--- src/rtl/dkongjr_obj_pkg.sv ---
// Shared constants, FSM encoding and list-entry layout for the sprite line scanner.
package dkongjr_obj_pkg;

  localparam int SPR_COUNT  = 96;
  localparam int MAX_HITS   = 16;
  localparam int SPR_H      = 16;
  localparam int LIST_DEPTH = 16;

  // Byte offsets inside one 4-byte sprite RAM entry
  localparam logic [1:0] BYTE_Y    = 2'd0;
  localparam logic [1:0] BYTE_CODE = 2'd1;
  localparam logic [1:0] BYTE_ATTR = 2'd2;
  localparam logic [1:0] BYTE_X    = 2'd3;

  // Bit positions of the fields inside one 32-bit line-list entry
  localparam int FLD_YOFF_LSB = 0;
  localparam int FLD_CODE_LSB = 8;
  localparam int FLD_ATTR_LSB = 16;
  localparam int FLD_X_LSB    = 24;

  typedef enum logic [2:0] {
    ST_IDLE  = 3'd0,
    ST_RDY   = 3'd1,
    ST_CMP   = 3'd2,
    ST_FETCH = 3'd3,
    ST_DONE  = 3'd4
  } scan_state_e;

  // Build a list entry {X, attr, code, Y-offset}; the Y-offset byte is zero-extended.
  function automatic logic [31:0] pack_entry(input logic [7:0] x,
                                             input logic [7:0] attr,
                                             input logic [7:0] code,
                                             input logic [3:0] yoff);
    logic [31:0] e;
    e = '0;
    e[FLD_X_LSB    +: 8] = x;
    e[FLD_ATTR_LSB +: 8] = attr;
    e[FLD_CODE_LSB +: 8] = code;
    e[FLD_YOFF_LSB +: 4] = yoff;
    return e;
  endfunction

endpackage

--- src/rtl/dkongjr_obj_linelist.sv ---
// Two-bank 16x32 line list: scans write the back bank while the renderer reads the display bank.
module dkongjr_obj_linelist
  import dkongjr_obj_pkg::*;
(
  input  logic        clk,
  input  logic        rst,
  input  logic        swap,
  input  logic        we,
  input  logic [3:0]  wa,
  input  logic [31:0] wd,
  input  logic [3:0]  ra,
  output logic [31:0] rd,
  output logic        bank_sel
);

  logic [31:0] list_mem [0:1][0:LIST_DEPTH-1];
  logic        bank_q;
  logic        bank_d;

  // Flip the display bank only when a completed scan hands its list over
  always_comb begin
    bank_d = bank_q;
    if (swap) bank_d = ~bank_q;
  end

  // Bank select register; the display bank starts as bank 0
  always_ff @(posedge clk) begin
    if (rst) bank_q <= 1'b0;
    else     bank_q <= bank_d;
  end

  // Writes always land in the bank the renderer is not looking at; contents are not reset
  always_ff @(posedge clk) begin
    if (we) list_mem[~bank_q][wa] <= wd;
  end

  assign rd       = list_mem[bank_q][ra];
  assign bank_sel = bank_q;

endmodule

--- src/rtl/dkongjr_obj_scan.sv ---
// Per-line sprite scanner: walks sprite RAM during hblank and builds the next line's sprite list.
module dkongjr_obj_scan
  import dkongjr_obj_pkg::*;
#(
  parameter int SPR_COUNT = dkongjr_obj_pkg::SPR_COUNT,
  parameter int MAX_HITS  = dkongjr_obj_pkg::MAX_HITS,
  parameter int SPR_H     = dkongjr_obj_pkg::SPR_H
) (
  input  logic        I_CLK,
  input  logic        I_RST,
  input  logic        I_SCAN_GO,
  input  logic [7:0]  I_VPOS,
  input  logic        I_DMA_BUSY,
  output logic [9:0]  O_RAM_A,
  input  logic [7:0]  I_RAM_D,
  input  logic [3:0]  I_LIST_RA,
  output logic [31:0] O_LIST_RD,
  output logic [4:0]  O_HIT_CNT,
  output logic        O_OVERFLOW,
  output logic        O_DONE,
  output logic        O_BUSY
);

  scan_state_e state_q, state_d;

  logic [6:0]  idx_q, idx_d;
  logic [1:0]  fetch_q, fetch_d;
  logic [7:0]  vpos_q, vpos_d;
  logic [3:0]  yoff_q, yoff_d;
  logic [7:0]  code_q, code_d;
  logic [7:0]  attr_q, attr_d;
  logic [4:0]  back_cnt_q, back_cnt_d;
  logic        back_ovf_q, back_ovf_d;
  logic [4:0]  disp_cnt_q, disp_cnt_d;
  logic        disp_ovf_q, disp_ovf_d;

  logic [7:0]  y_diff;
  logic        is_hit;
  logic        last_entry;
  logic        list_full;
  logic        go_ok;

  logic        list_we;
  logic        list_swap;
  logic [31:0] list_wd;
  logic        bank_sel_unused;

  // Hit test uses the wrapping line distance so sprites straddling line 0 still match
  always_comb begin
    y_diff     = vpos_q - I_RAM_D;
    is_hit     = int'(y_diff) < SPR_H;
    last_entry = (idx_q == 7'(SPR_COUNT - 1));
    list_full  = (back_cnt_q == 5'(MAX_HITS));
    go_ok      = I_SCAN_GO && !I_DMA_BUSY;
  end

  // State register
  always_ff @(posedge I_CLK) begin
    if (I_RST) state_q <= ST_IDLE;
    else       state_q <= state_d;
  end

  // Next-state logic; DMA activity beats every other transition
  always_comb begin
    state_d = state_q;
    case (state_q)
      ST_IDLE:  if (go_ok) state_d = ST_RDY;
      ST_RDY:   state_d = ST_CMP;
      ST_CMP: begin
        if (is_hit) state_d = list_full ? ST_DONE : ST_FETCH;
        else        state_d = last_entry ? ST_DONE : ST_RDY;
      end
      ST_FETCH: if (fetch_q == 2'd2) state_d = last_entry ? ST_DONE : ST_RDY;
      ST_DONE:  state_d = ST_IDLE;
      default:  state_d = ST_IDLE;
    endcase
    if (state_q != ST_IDLE && I_DMA_BUSY) state_d = ST_IDLE;
  end

  // Outputs: RAM address is pipelined one byte ahead of the data being consumed
  always_comb begin
    O_RAM_A   = '0;
    O_DONE    = 1'b0;
    O_BUSY    = (state_q != ST_IDLE);
    list_we   = 1'b0;
    list_swap = 1'b0;
    case (state_q)
      ST_RDY: O_RAM_A = {1'b0, idx_q, BYTE_Y};
      ST_CMP: O_RAM_A = {1'b0, idx_q, BYTE_CODE};
      ST_FETCH: begin
        case (fetch_q)
          2'd0:    O_RAM_A = {1'b0, idx_q, BYTE_ATTR};
          2'd1:    O_RAM_A = {1'b0, idx_q, BYTE_X};
          default: O_RAM_A = {1'b0, idx_q, BYTE_Y};
        endcase
        list_we = (fetch_q == 2'd2) && !I_DMA_BUSY;
      end
      ST_DONE: begin
        O_DONE    = !I_DMA_BUSY;
        list_swap = !I_DMA_BUSY;
      end
      default: ;
    endcase
  end

  // Datapath: capture the line, sprite fields, back-bank tallies and the display copies
  always_comb begin
    idx_d      = idx_q;
    fetch_d    = fetch_q;
    vpos_d     = vpos_q;
    yoff_d     = yoff_q;
    code_d     = code_q;
    attr_d     = attr_q;
    back_cnt_d = back_cnt_q;
    back_ovf_d = back_ovf_q;
    disp_cnt_d = disp_cnt_q;
    disp_ovf_d = disp_ovf_q;
    case (state_q)
      ST_IDLE: begin
        if (go_ok) begin
          vpos_d     = I_VPOS;
          idx_d      = '0;
          back_cnt_d = '0;
          back_ovf_d = 1'b0;
        end
      end
      ST_CMP: begin
        yoff_d  = y_diff[3:0];
        fetch_d = '0;
        if (!is_hit && !last_entry) idx_d = idx_q + 7'd1;
        if (is_hit && list_full)    back_ovf_d = 1'b1;
      end
      ST_FETCH: begin
        fetch_d = fetch_q + 2'd1;
        case (fetch_q)
          2'd0: code_d = I_RAM_D;
          2'd1: attr_d = I_RAM_D;
          default: begin
            back_cnt_d = back_cnt_q + 5'd1;
            if (!last_entry) idx_d = idx_q + 7'd1;
          end
        endcase
      end
      ST_DONE: begin
        if (!I_DMA_BUSY) begin
          disp_cnt_d = back_cnt_q;
          disp_ovf_d = back_ovf_q;
        end
      end
      default: ;
    endcase
    if (state_q != ST_IDLE && I_DMA_BUSY) begin
      back_cnt_d = '0;
      back_ovf_d = 1'b0;
    end
  end

  // Datapath registers
  always_ff @(posedge I_CLK) begin
    if (I_RST) begin
      idx_q      <= '0;
      fetch_q    <= '0;
      vpos_q     <= '0;
      yoff_q     <= '0;
      code_q     <= '0;
      attr_q     <= '0;
      back_cnt_q <= '0;
      back_ovf_q <= 1'b0;
      disp_cnt_q <= '0;
      disp_ovf_q <= 1'b0;
    end else begin
      idx_q      <= idx_d;
      fetch_q    <= fetch_d;
      vpos_q     <= vpos_d;
      yoff_q     <= yoff_d;
      code_q     <= code_d;
      attr_q     <= attr_d;
      back_cnt_q <= back_cnt_d;
      back_ovf_q <= back_ovf_d;
      disp_cnt_q <= disp_cnt_d;
      disp_ovf_q <= disp_ovf_d;
    end
  end

  assign list_wd    = pack_entry(I_RAM_D, attr_q, code_q, yoff_q);
  assign O_HIT_CNT  = disp_cnt_q;
  assign O_OVERFLOW = disp_ovf_q;

  dkongjr_obj_linelist u_linelist (
    .clk      (I_CLK),
    .rst      (I_RST),
    .swap     (list_swap),
    .we       (list_we),
    .wa       (back_cnt_q[3:0]),
    .wd       (list_wd),
    .ra       (I_LIST_RA),
    .rd       (O_LIST_RD),
    .bank_sel (bank_sel_unused)
  );

endmodule

--- config.mk ---
export PLATFORM = sky130hd
export DESIGN_NAME = dkongjr_obj_scan
export DESIGN_NICKNAME = d
export VERILOG_FILES = /design/src/rtl/dkongjr_obj_pkg.sv /design/src/rtl/dkongjr_obj_linelist.sv /design/src/rtl/dkongjr_obj_scan.sv
export SDC_FILE = /design/constraint.sdc
export NUM_CORES = 1
export LEC_CHECK = 0
export CORE_ASPECT_RATIO = 1.25
export CORE_UTILIZATION = 45
export CTS_BUF_LIST = sky130_fd_sc_hd__clkbuf_8 sky130_fd_sc_hd__clkbuf_16
export CTS_CLUSTER_SIZE = 20
export DETAILED_ROUTE_END_ITERATION = 6
export PLACE_DENSITY_LB_ADDON = 0.15
export SLEW_MARGIN = 30
export SYNTH_ARGS = -nofsm -noshare
export SYNTH_HDL_FRONTEND = slang
export SYNTH_HIERARCHICAL = 1
export SYNTH_SLANG_ARGS = --single-unit
--- constraint.sdc ---
create_clock -name I_CLK -period 9.7 [get_ports I_CLK]
set_input_delay 1.94 -clock I_CLK [delete_from_list [all_inputs] [get_ports I_CLK]]
set_output_delay 1.94 -clock I_CLK [all_outputs]
set_load 0.02 [all_outputs]
==> reports/metrics.cfg, run 1 <==
[status]
outcome = finished, final reports clean

[placement]
io_buffer_count = 72
gp_congestion = 0.754
place_hpwl_um = 55200

[floorplanning]
rows = 125
fp.dieArea_sq_mm = 0.0958
core_area_sq_mm = 0.0934
io_pins = 74
die_w_um = 277
die_height_um = 346
start_util_pct = 45.6

[yosys]
synth_edf_count = 1024
synth_mux_area_share_pct = 12.3
async_reset_ff_share_pct = 0
ys_ff_latch = 1078
synth_area_leaders = edfxtp_1 (72%), mux2i_1 (12%), dfxtp_1 (2.5%)
synth_common_cells = edfxtp_1 (1024), mux2i_1 (520), nand2_1 (166)
yosysTopAreaCell = edfxtp_1
synth_cells = 2574
yosysMostFrequentCell = edfxtp_1
synthXorXnorAreaFrac_pct = 0.123
ys_seq_area_share_pct = 74.8
yosys.area_share.adder_pct = 0.429
postSynthAreaPerCell_sq_um = 16.5
synth_compound_area_share_pct = 5.66
yosys_warnings = 6
synth_top_area_share_pct = 72.3
yosys.area_share.simple_pct = 4.58
yosys.cell_types.count = 54
ys.flop_type = edfxtp_1
netlist_area_sq_mm = 0.0426
synth_top_family_by_area = multiplexers

[sta]
period_share_pct = 74.4
tns_ns = 0
tightest_slew_ns = 0.993
rsz0062_at_grt = false
hold_viol = 0
slew_headroom_pct = 33.8
final_max_slew_viol_count = 0
hold_ws_ns = 0.461
fmax_mhz = 139
skew_ns = 0.0245
setup_viol = 0
period_needed_ns = 7.21

[job]
max-cap-violations = 0

[cts]
clk_latency_ns = 0.68
cts_resized = 0
clock_path_buffers = 3
cts_tree = built
ctsHtreeMaxLevel = 3
clock_sinks = 1078
hold_buffers = 0
clk_pin_slew_ns = 0.06
root_buffer = clkbuf_16
post_cts_buffers = 0
cts-buffers-inserted = 104

[power_and_ir_drop]
p_leak_nw = 15.0
power_density_mw_per_mm2 = 191
ir_worst_vdd_mv = 0.142
p_total_mw = 9.27

[grt]
grt_pass1_wl_um = 157000
track_usage_pct = 22.5
gr-total-overflow = 0
grt_pass1_vias = 23400
antenna_found_initial = 0
grt_max_degree = 129

[hold_path]
hold_depth = 2
hold_class = reg -> reg
hold_path.startpoint = vpos_q[2]
min_to = vpos_q[2]

[detailed_routing]
wl_per_cell_um = 26.5
via_per_inst = 5.70
detail-route-antenna-nets = 0
dr_total_vias = 23300
firstDrtPassIters = 5
drt_drc_violations_left = 0
drt-initial-drc-count = 1814
wl_um = 108000

[worst_setup_path]
start_kind = input port
crit_path_max_incr_delay_ns = 0.67
critical_path_class = in -> out
cp.arrival_ns = 5.27
worstPathMaxFanout = 45
reg2reg_from = state_q[1]
critPathSlowestCell = buf_4
rrSetupSlack_ns = 5.40
crit_top_cell = clkdlybuf4s50_1
critPathBufInv = 3
r2r-end = u_linelist/list_mem[1][21]
critPathTopFamily = buffers and inverters
cp.required_ns = 7.76
cp-end-kind = output port
path_cells = clkdlybuf4s50_1 -> and2_4 -> buf_4 -> a22o_1 -> nor3_1 -> a31oi_1 -> nand3_1 -> clkdlybuf4s50_1
ff2ff_path_depth = 7

[layout]
drive_gt1_share_pct = 9.84
area_growth_pct = 14.2
finalNetCount = 2832
diodes = 0

## through the flow
step	utilization [%]	setup slack [ns]	instances	instance area [sq um]
3_3_place_gp	48.4	2.58	3892	45200
2_1_floorplan	-	4.70	2702	43000
5_1_grt	52.0	2.32	4082	48600
4_1_cts	52.0	2.53	4082	48600
3_5_place_dp	48.5	2.55	3894	45200
6_report	52.0	2.49	4082	48600
## cell usage in the layout (no fill, tap or decap), types with 8 or more instances in the layout
cell type,n
edfxtp_1,1024
mux2i_1,520
nand2_1,165
a21oi_1,136
conb_1,129
clkbuf_16,109
nand3_1,108
a22oi_1,96
clkdlybuf4s50_1,70
a22o_1,64
buf_4,51
nor3_1,37
inv_1,34
dfxtp_1,33
a31oi_1,33
nor2_4,33
nor2_1,32
clkinv_2,23
dfxtp_2,20
clkinv_1,17
o21ai_0,14
ha_1,13
and2_1,8
nand2b_1,8
buf_12,8
## worst min-delay path, stage by stage, from the launching register on
cell	delay [ns]
dfxtp_1	0.31
nand2_1	0.05
a21oi_1	0.05
## power by group
group / switching [mW] / internal, mW / leakage, nW
logic: 0.201 / 0.0968 / 3.47
registers: 0.00627 / 5.05 / 9.82
clock network: 1.69 / 2.23 / 1.71
## metal layers
metal	vias to the layer above	GRT usage (%)	part of all wire [%]
met3	134	3.07	5.4
met1	12100	30.4	43
li1	10400	-	-
met5	-	0	0
met4	0	6.15	2.1
met2	677	38.2	50
## sequential cells by signal (all words and copies together), names as in the netlist, named ones only
signal and flops:
vpos_q 8, attr_q 8, u_linelist/bank_sel 1, code_q 8
state_q 3, back_cnt_q 5, yoff_q 4, u_linelist/list_mem 1024
idx_q 7, back_ovf_q 1, O_OVERFLOW 1, O_HIT_CNT 5
fetch_q 2
## cell type report
cell class	count	area [sq um]
multi-input combinational	1463	10600
fill	7468	44800
sequential	1078	31900
timing repair buffer	132	1280
clock inverter	73	498
inverter	15	56.3
clock buffer	115	2810
tap	1206	1510
## how the worst max path moves through the flow
stage                       from             to  slack, ns  depth (start not counted)
global placement    I_LIST_RA[0]  O_LIST_RD[22]       2.58                          8
floorplan           I_LIST_RA[0]  O_LIST_RD[12]       4.70                          7
global route        I_LIST_RA[0]   O_LIST_RD[4]       2.32                          8
CTS                 I_LIST_RA[0]   O_LIST_RD[4]       2.53                          8
finish              I_LIST_RA[0]   O_LIST_RD[4]       2.49                          8
detailed placement  I_LIST_RA[0]   O_LIST_RD[4]       2.55                          8
## logic make-up after synthesis
group | Yosys count
xor+xnor | 6
flops | 1078
other cells | 1
buf+inv | 161
mux | 521
compound gates | 364
fa+ha+maj | 14
simple gates | 429
Note: power is estimated with default switching activity, not from simulation.
==> inputs of run 2 (changes only) <==
- clock period: 9.7 -> 6.7 ns (I/O delays scaled with it)
==> run 2 against run 1 <==
- design area is 0.75% higher
- routed wire length grew 3.9%
- combinational power increased by 47%
- total power rose by 46%
- clock skew is 0.00058 ns higher
- worst hold slack worse by 0.0060 ns
- sequential power grew 45%
- first-iteration DRC count up 5.0%
- clock power rose by 48%
- final cell count rose by 0.81%
- critical endpoint is now O_LIST_RD[26]
- largest cell class unchanged
- highest routed layer is now met5
==> reports/metrics.cfg, run 2 (synthesized netlist as in run 1, its figures left out) <==
[status]
outcome = finished, final reports clean  ; unchanged

[sta]
final_max_slew_viol_count = 0  ; unchanged
setup_viol = 0  ; unchanged
skew_ns = 0.0250  ; was 0.0245 ns
slew_headroom_pct = 33.7  ; was 33.8%
fmax_mhz = 175
period_needed_ns = 5.71
hold_viol = 0  ; unchanged
period_share_pct = 85.3
tns_ns = 0  ; unchanged
rsz0062_at_grt = false  ; unchanged
tightest_slew_ns = 0.992  ; was 0.993 ns

[placement]
io_buffer_count = 72  ; unchanged
gp_congestion = 0.790  ; was 0.754
place_area_sq_mm = 0.0456  ; was 0.0452 sq mm
place_hpwl_um = 63200  ; was 55200 um

[grt]
grt_pass1_wl_um = 162000  ; was 157000 um
gr-total-overflow = 0  ; unchanged
grt_max_degree = 84  ; was 129
track_usage_pct = 23.4  ; was 22.5%
antenna_found_initial = 1  ; was 0
grt_pass1_vias = 23400  ; about the same

[worst_setup_path]
start_kind = input port  ; unchanged
crit_path_max_incr_delay_ns = 0.64  ; was 0.67 ns
ff2ff_path_depth = 7  ; unchanged
critPathSlowestCell = clkdlybuf4s50_1  ; was buf_4
cp-end-kind = output port  ; unchanged
worstPathMaxFanout = 45  ; unchanged
cp.required_ns = 5.36  ; was 7.76 ns
critical_path_class = in -> out  ; unchanged
path_cells = clkdlybuf4s50_1 -> nor2b_4 -> buf_4 -> a22o_1 -> nor3_1 -> a31oi_1 -> nand3_1 -> clkdlybuf4s50_1  ; was clkdlybuf4s50_1 -> and2_4 -> buf_4 -> a22o_1 -> nor3_1 -> a31oi_1 -> nand3_1 -> clkdlybuf4s50_1
crit_top_cell = clkdlybuf4s50_1  ; unchanged
cp.arrival_ns = 4.37  ; was 5.27 ns

[layout]
finalNetCount = 2857  ; was 2832
final_cell_mix = edfxtp_1 (1024), mux2i_1 (520), nand2_1 (165)  ; unchanged
largest_register_ffs = 1024  ; unchanged
area_growth_pct = 15.0  ; was 14.2%
largest_register = u_linelist/list_mem  ; unchanged
fin_area_sq_mm = 0.0489  ; was 0.0486 sq mm
final_common_cell = edfxtp_1  ; unchanged
utilization_pct = 52.4  ; was 52.0%
drive_gt1_share_pct = 10.4  ; was 9.84%

[power_and_ir_drop]
p_leak_nw = 15.2  ; was 15.0 nW
p_total_mw = 13.5  ; was 9.27 mW
power_density_mw_per_mm2 = 276  ; was 191 mW/mm^2
ir_worst_vdd_mv = 0.202  ; was 0.142 mV

[detailed_routing]
firstDrtPassIters = 5  ; unchanged
dr_total_vias = 23300  ; about the same
wl_per_cell_um = 27.3  ; was 26.5 um
wl_um = 112000  ; was 108000 um
drt_drc_violations_left = 0  ; unchanged
via_per_inst = 5.67  ; was 5.70
detail-route-antenna-nets = 0  ; unchanged
drt-initial-drc-count = 1905  ; was 1814

[floorplanning]
rows = 125  ; unchanged
io_pins = 74  ; unchanged
die_w_um = 277  ; unchanged
core_area_sq_mm = 0.0934  ; unchanged
fp.dieArea_sq_mm = 0.0958  ; unchanged
start_util_pct = 45.6  ; unchanged
die_height_um = 346  ; unchanged

[cts]
root_buffer = clkbuf_16  ; unchanged
hold_buffers = 0  ; unchanged
clk_latency_ns = 0.69  ; was 0.68 ns
clock_path_buffers = 3  ; unchanged
cts_resized = 0  ; unchanged
ctsHtreeMaxLevel = 3  ; unchanged
cts-buffers-inserted = 105  ; was 104
clk_pin_slew_ns = 0.06  ; about the same
clock_sinks = 1078  ; unchanged
cts_tree = built  ; unchanged
post_cts_buffers = 0  ; unchanged

[job]
max-cap-violations = 0  ; unchanged

[hold_path]
hold_depth = 2  ; unchanged
hold_class = reg -> reg  ; unchanged

run 2: cell count changes in the layout (fill, tap and decap cells not counted), sizes merged:
cell,delta
clkinvlp,-2
bufinv,+3
diode,+1
clkbuf,-4
clkdlybuf4s50,+1
clkinv,+3
inv,+8
buf,+23
run 2: worst paths after layout:
kind	start	endpoint	slack, ns
min	vpos_q[0]	vpos_q[0]	0.45
max reg2reg	state_q[1]	u_linelist/list_mem[1][139]	2.44
max	I_LIST_RA[1]	O_LIST_RD[26]	0.99
min reg2reg	vpos_q[0]	vpos_q[0]	0.45
run 2: cell type report:
cell class / count / area, sq um
repair buffers: 156 / 1590
clock buffers: 111 / 2710
multi-input cells: 1463 / 10600
fillers: 7533 / 44400
flip-flops and latches: 1078 / 31900
clock inverters: 85 / 657
diodes: 1 / 2.50
well taps: 1206 / 1510
inverters: 15 / 56.3
run 2: per-stage QoR:
step | hold WS [ns] | instances | setup WS [ns]
2_1_floorplan | 0.436 | 2702 | 2.60
3_3_place_gp | 0.452 | 3915 | 1.03
3_5_place_dp | 0.447 | 3918 | 1.00
4_1_cts | 0.456 | 4114 | 1.00
5_1_grt | 0.485 | 4114 | 0.885
6_report | 0.455 | 4115 | 0.987
run 2: where the power goes:
group	leakage (nW)	switching, mW	internal, mW
Sequential	9.82	0.00858	7.31
Combinational	3.63	0.294	0.143
Clock	1.75	2.51	3.27
Total	15.2	2.81	10.7
run 2: worst max-delay path, delay by kind of cell:
family,cells,cell delay [ns]
simple gates,3,0.63
compound gates,2,0.53
buf+inv,3,1.80
run 2: layer usage:
layer / vias up / GRT usage [%] / wire length [um]
met3: 154 / 2.63 / 5280
met1: 12100 / 31.2 / 47800
met2: 692 / 40.2 / 56300
met4: 2 / 7.07 / 2780
li1: 10400 / - / -
met5: - / 0 / 13
==> inputs of run 3 (changes only) <==
- GPL_TIMING_DRIVEN: not set -> 0
==> run 3 against run 2 <==
- global-route usage fell by 0.87 points
- routed wire length fell by 3.5%
- die area did not move
- maximum frequency fell by 4.8%
- non-clock buffer count rose by 107
- register-to-register slack improved by 0.52 ns
- total power rose by 1.6%
- clock skew rose by 0.0022 ns
- sequential power barely moved
- critical path type unchanged
- highest routed layer unchanged
==> reports/metrics.cfg, run 3 (synthesized netlist as in run 1, its figures left out) <==
[sta]
rsz0062_at_grt = false  ; unchanged
tns_ns = 0  ; unchanged
period_share_pct = 89.5  ; was 85.3%
tightest_slew_ns = 0.948  ; was 0.992 ns
skew_ns = 0.0273  ; was 0.0250 ns
period_needed_ns = 6.00  ; was 5.71 ns
setup_slack_ns = 0.702  ; was 0.987 ns
hold_viol = 0  ; unchanged
final_max_slew_viol_count = 0  ; unchanged
setup_viol = 0  ; unchanged
fmax_mhz = 167  ; was 175 MHz
slew_headroom_pct = 36.8  ; was 33.7%

[worst_setup_path]
r2r-end = u_linelist/list_mem[0][120]  ; was u_linelist/list_mem[1][139]
critical_path_class = in -> out  ; unchanged
start_kind = input port  ; unchanged
reg2reg_from = state_q[2]  ; was state_q[1]
worstPathMaxFanout = 10  ; was 45
cp-end-kind = output port  ; unchanged
rrSetupSlack_ns = 2.96  ; was 2.44 ns
critPathSlowestCell = buf_1  ; was clkdlybuf4s50_1
cp.arrival_ns = 4.66  ; was 4.37 ns
cp.required_ns = 5.36  ; about the same
critPathBufInv = 4  ; was 3
ff2ff_path_depth = 7  ; unchanged
path_cells = clkdlybuf4s50_1 -> nor2_1 -> clkbuf_1 -> buf_1 -> a22oi_1 -> nand3_1 -> nand3_1 -> clkdlybuf4s50_1  ; was clkdlybuf4s50_1 -> nor2b_4 -> buf_4 -> a22o_1 -> nor3_1 -> a31oi_1 -> nand3_1 -> clkdlybuf4s50_1
critPathTopFamily = buffers and inverters  ; unchanged
crit_path_max_incr_delay_ns = 0.66  ; was 0.64 ns

[layout]
fin_area_sq_mm = 0.0502  ; was 0.0489 sq mm
area_growth_pct = 18.0  ; was 15.0%
seq_area_sq_mm = 0.0319  ; about the same
multi_input_area_sq_mm = 0.0105  ; was 0.0106 sq mm
largest_register_ffs = 1024  ; unchanged
final_common_cell = edfxtp_1  ; unchanged
largest_register = u_linelist/list_mem  ; unchanged
drive_gt1_share_pct = 12.1  ; was 10.4%
finalNetCount = 2963  ; was 2857
final_cell_mix = edfxtp_1 (1024), mux2i_1 (520), nand2_1 (166)  ; was edfxtp_1 (1024), mux2i_1 (520), nand2_1 (165)
fill_cells = 7438  ; was 7533

[floorplanning]
core_area_sq_mm = 0.0934  ; unchanged
rows = 125  ; unchanged
die_w_um = 277  ; unchanged
io_pins = 74  ; unchanged
start_util_pct = 45.6  ; unchanged
fp.dieArea_sq_mm = 0.0958  ; unchanged
die_height_um = 346  ; unchanged

[cts]
clock_sinks = 1078  ; unchanged
hold_buffers = 0  ; unchanged
cts-buffers-inserted = 104  ; was 105
cts_resized = 0  ; unchanged
clk_pin_slew_ns = 0.06  ; about the same
clock_path_buffers = 3  ; unchanged
root_buffer = clkbuf_16  ; unchanged
post_cts_buffers = 0  ; unchanged
clk_latency_ns = 0.67  ; was 0.69 ns
ctsHtreeMaxLevel = 3  ; unchanged
cts_tree = built  ; unchanged

[power_and_ir_drop]
power_density_mw_per_mm2 = 274  ; was 276 mW/mm^2
ir_worst_vdd_mv = 0.162  ; was 0.202 mV
p_leak_nw = 15.8  ; was 15.2 nW

[detailed_routing]
detail-route-antenna-nets = 0  ; unchanged
wl_um = 108000  ; was 112000 um
dr_total_vias = 23200  ; was 23300
via_per_inst = 5.51  ; was 5.67
drt-initial-drc-count = 1706  ; was 1905
wl_per_cell_um = 25.7  ; was 27.3 um
drt_drc_violations_left = 0  ; unchanged
firstDrtPassIters = 5  ; unchanged

[grt]
gr-total-overflow = 0  ; unchanged
grt_max_degree = 36  ; was 84
antenna_found_initial = 2  ; was 1
grt_pass1_wl_um = 156000  ; was 162000 um
grt_pass1_vias = 24100  ; was 23400
track_usage_pct = 22.5  ; was 23.4%

[placement]
gp_congestion = 0.822  ; was 0.790
io_buffer_count = 71  ; was 72
place_area_sq_mm = 0.0467  ; was 0.0456 sq mm
place_hpwl_um = 73000  ; was 63200 um
dp_slack_ns = 0.659  ; was 1.00 ns

[hold_path]
hold_class = reg -> reg  ; unchanged
hold_path.startpoint = vpos_q[0]  ; unchanged
min_to = vpos_q[0]  ; unchanged
hold_depth = 2  ; unchanged

[status]
outcome = finished, final reports clean  ; unchanged

[job]
max-cap-violations = 0  ; unchanged

-- run 3: changes by cell type in the layout (fill, tap and decap cells not counted), moves of 8 or more --
cell             change
clkbuf_1            +51
buf_2               +44
buf_16              +39
buf_4               -32
buf_6               +17
buf_12              -12
inv_1               -10
clkdlybuf4s50_1      -8
-- run 3: power breakdown --
group	leakage, nW	internal (mW)	switching, mW
sequential	9.82	7.31	0.00891
clock	1.78	3.50	2.47
combinational	4.17	0.147	0.318
-- run 3: worst register-to-register path, cell delays in order, from the launching register on --
cell and delay, ns:
dfxtp_1 0.37, nor2b_1 0.14, buf_2 0.22, nand2_1 0.14, nor3b_1 0.78, nand4_1 0.75
nor2_4 0.75, buf_16 0.27
-- run 3: cell type report --
| cell class | instances | share of cell area, % |
|---|---|---|
| Antenna cell | 1 | 0.00498 |
| Buffer | 146 | 1.71 |
| Clock buffer | 111 | 5.49 |
| Clock inverter | 83 | 1.51 |
| Inverter | 15 | 0.112 |
| Multi-Input combinational cell | 1463 | 21.0 |
| Sequential cell | 1078 | 63.4 |
| Tap cell | 1206 | 3.00 |
| Timing Repair Buffer | 117 | 3.75 |
-- run 3: metrics by stage --
step	hold WS, ns	power [mW]	utilization (%)	cells
CTS	0.463	13.9	53.8	4219
floorplan	0.436	7.68	-	2702
global route	0.488	14.1	53.8	4219
detailed placement	0.454	7.92	50.0	4025
finish	0.461	13.8	53.8	4220
global placement	0.451	7.91	48.5	3979
-- run 3: worst max path at each step --
stage                 start                           to  cells past startpoint
2_1_floorplan    I_DMA_BUSY    u_linelist/list_mem[1][0]                      5
3_3_place_gp     I_DMA_BUSY  u_linelist/list_mem[1][322]                      5
3_5_place_dp   I_LIST_RA[0]                O_LIST_RD[28]                      8
4_1_cts        I_LIST_RA[0]                O_LIST_RD[28]                      8
5_1_grt        I_LIST_RA[2]                O_LIST_RD[11]                      8
6_report       I_LIST_RA[0]                O_LIST_RD[28]                      8
-- run 3: routing by layer --
metal | routed length [um] | GRT usage (%) | up-vias
li1 | - | - | 10600
met1 | 42000 | 26.5 | 11800
met2 | 57200 | 41.1 | 610
met3 | 5960 | 4.01 | 165
met4 | 3170 | 7.47 | 2
met5 | 20 | 0 | -
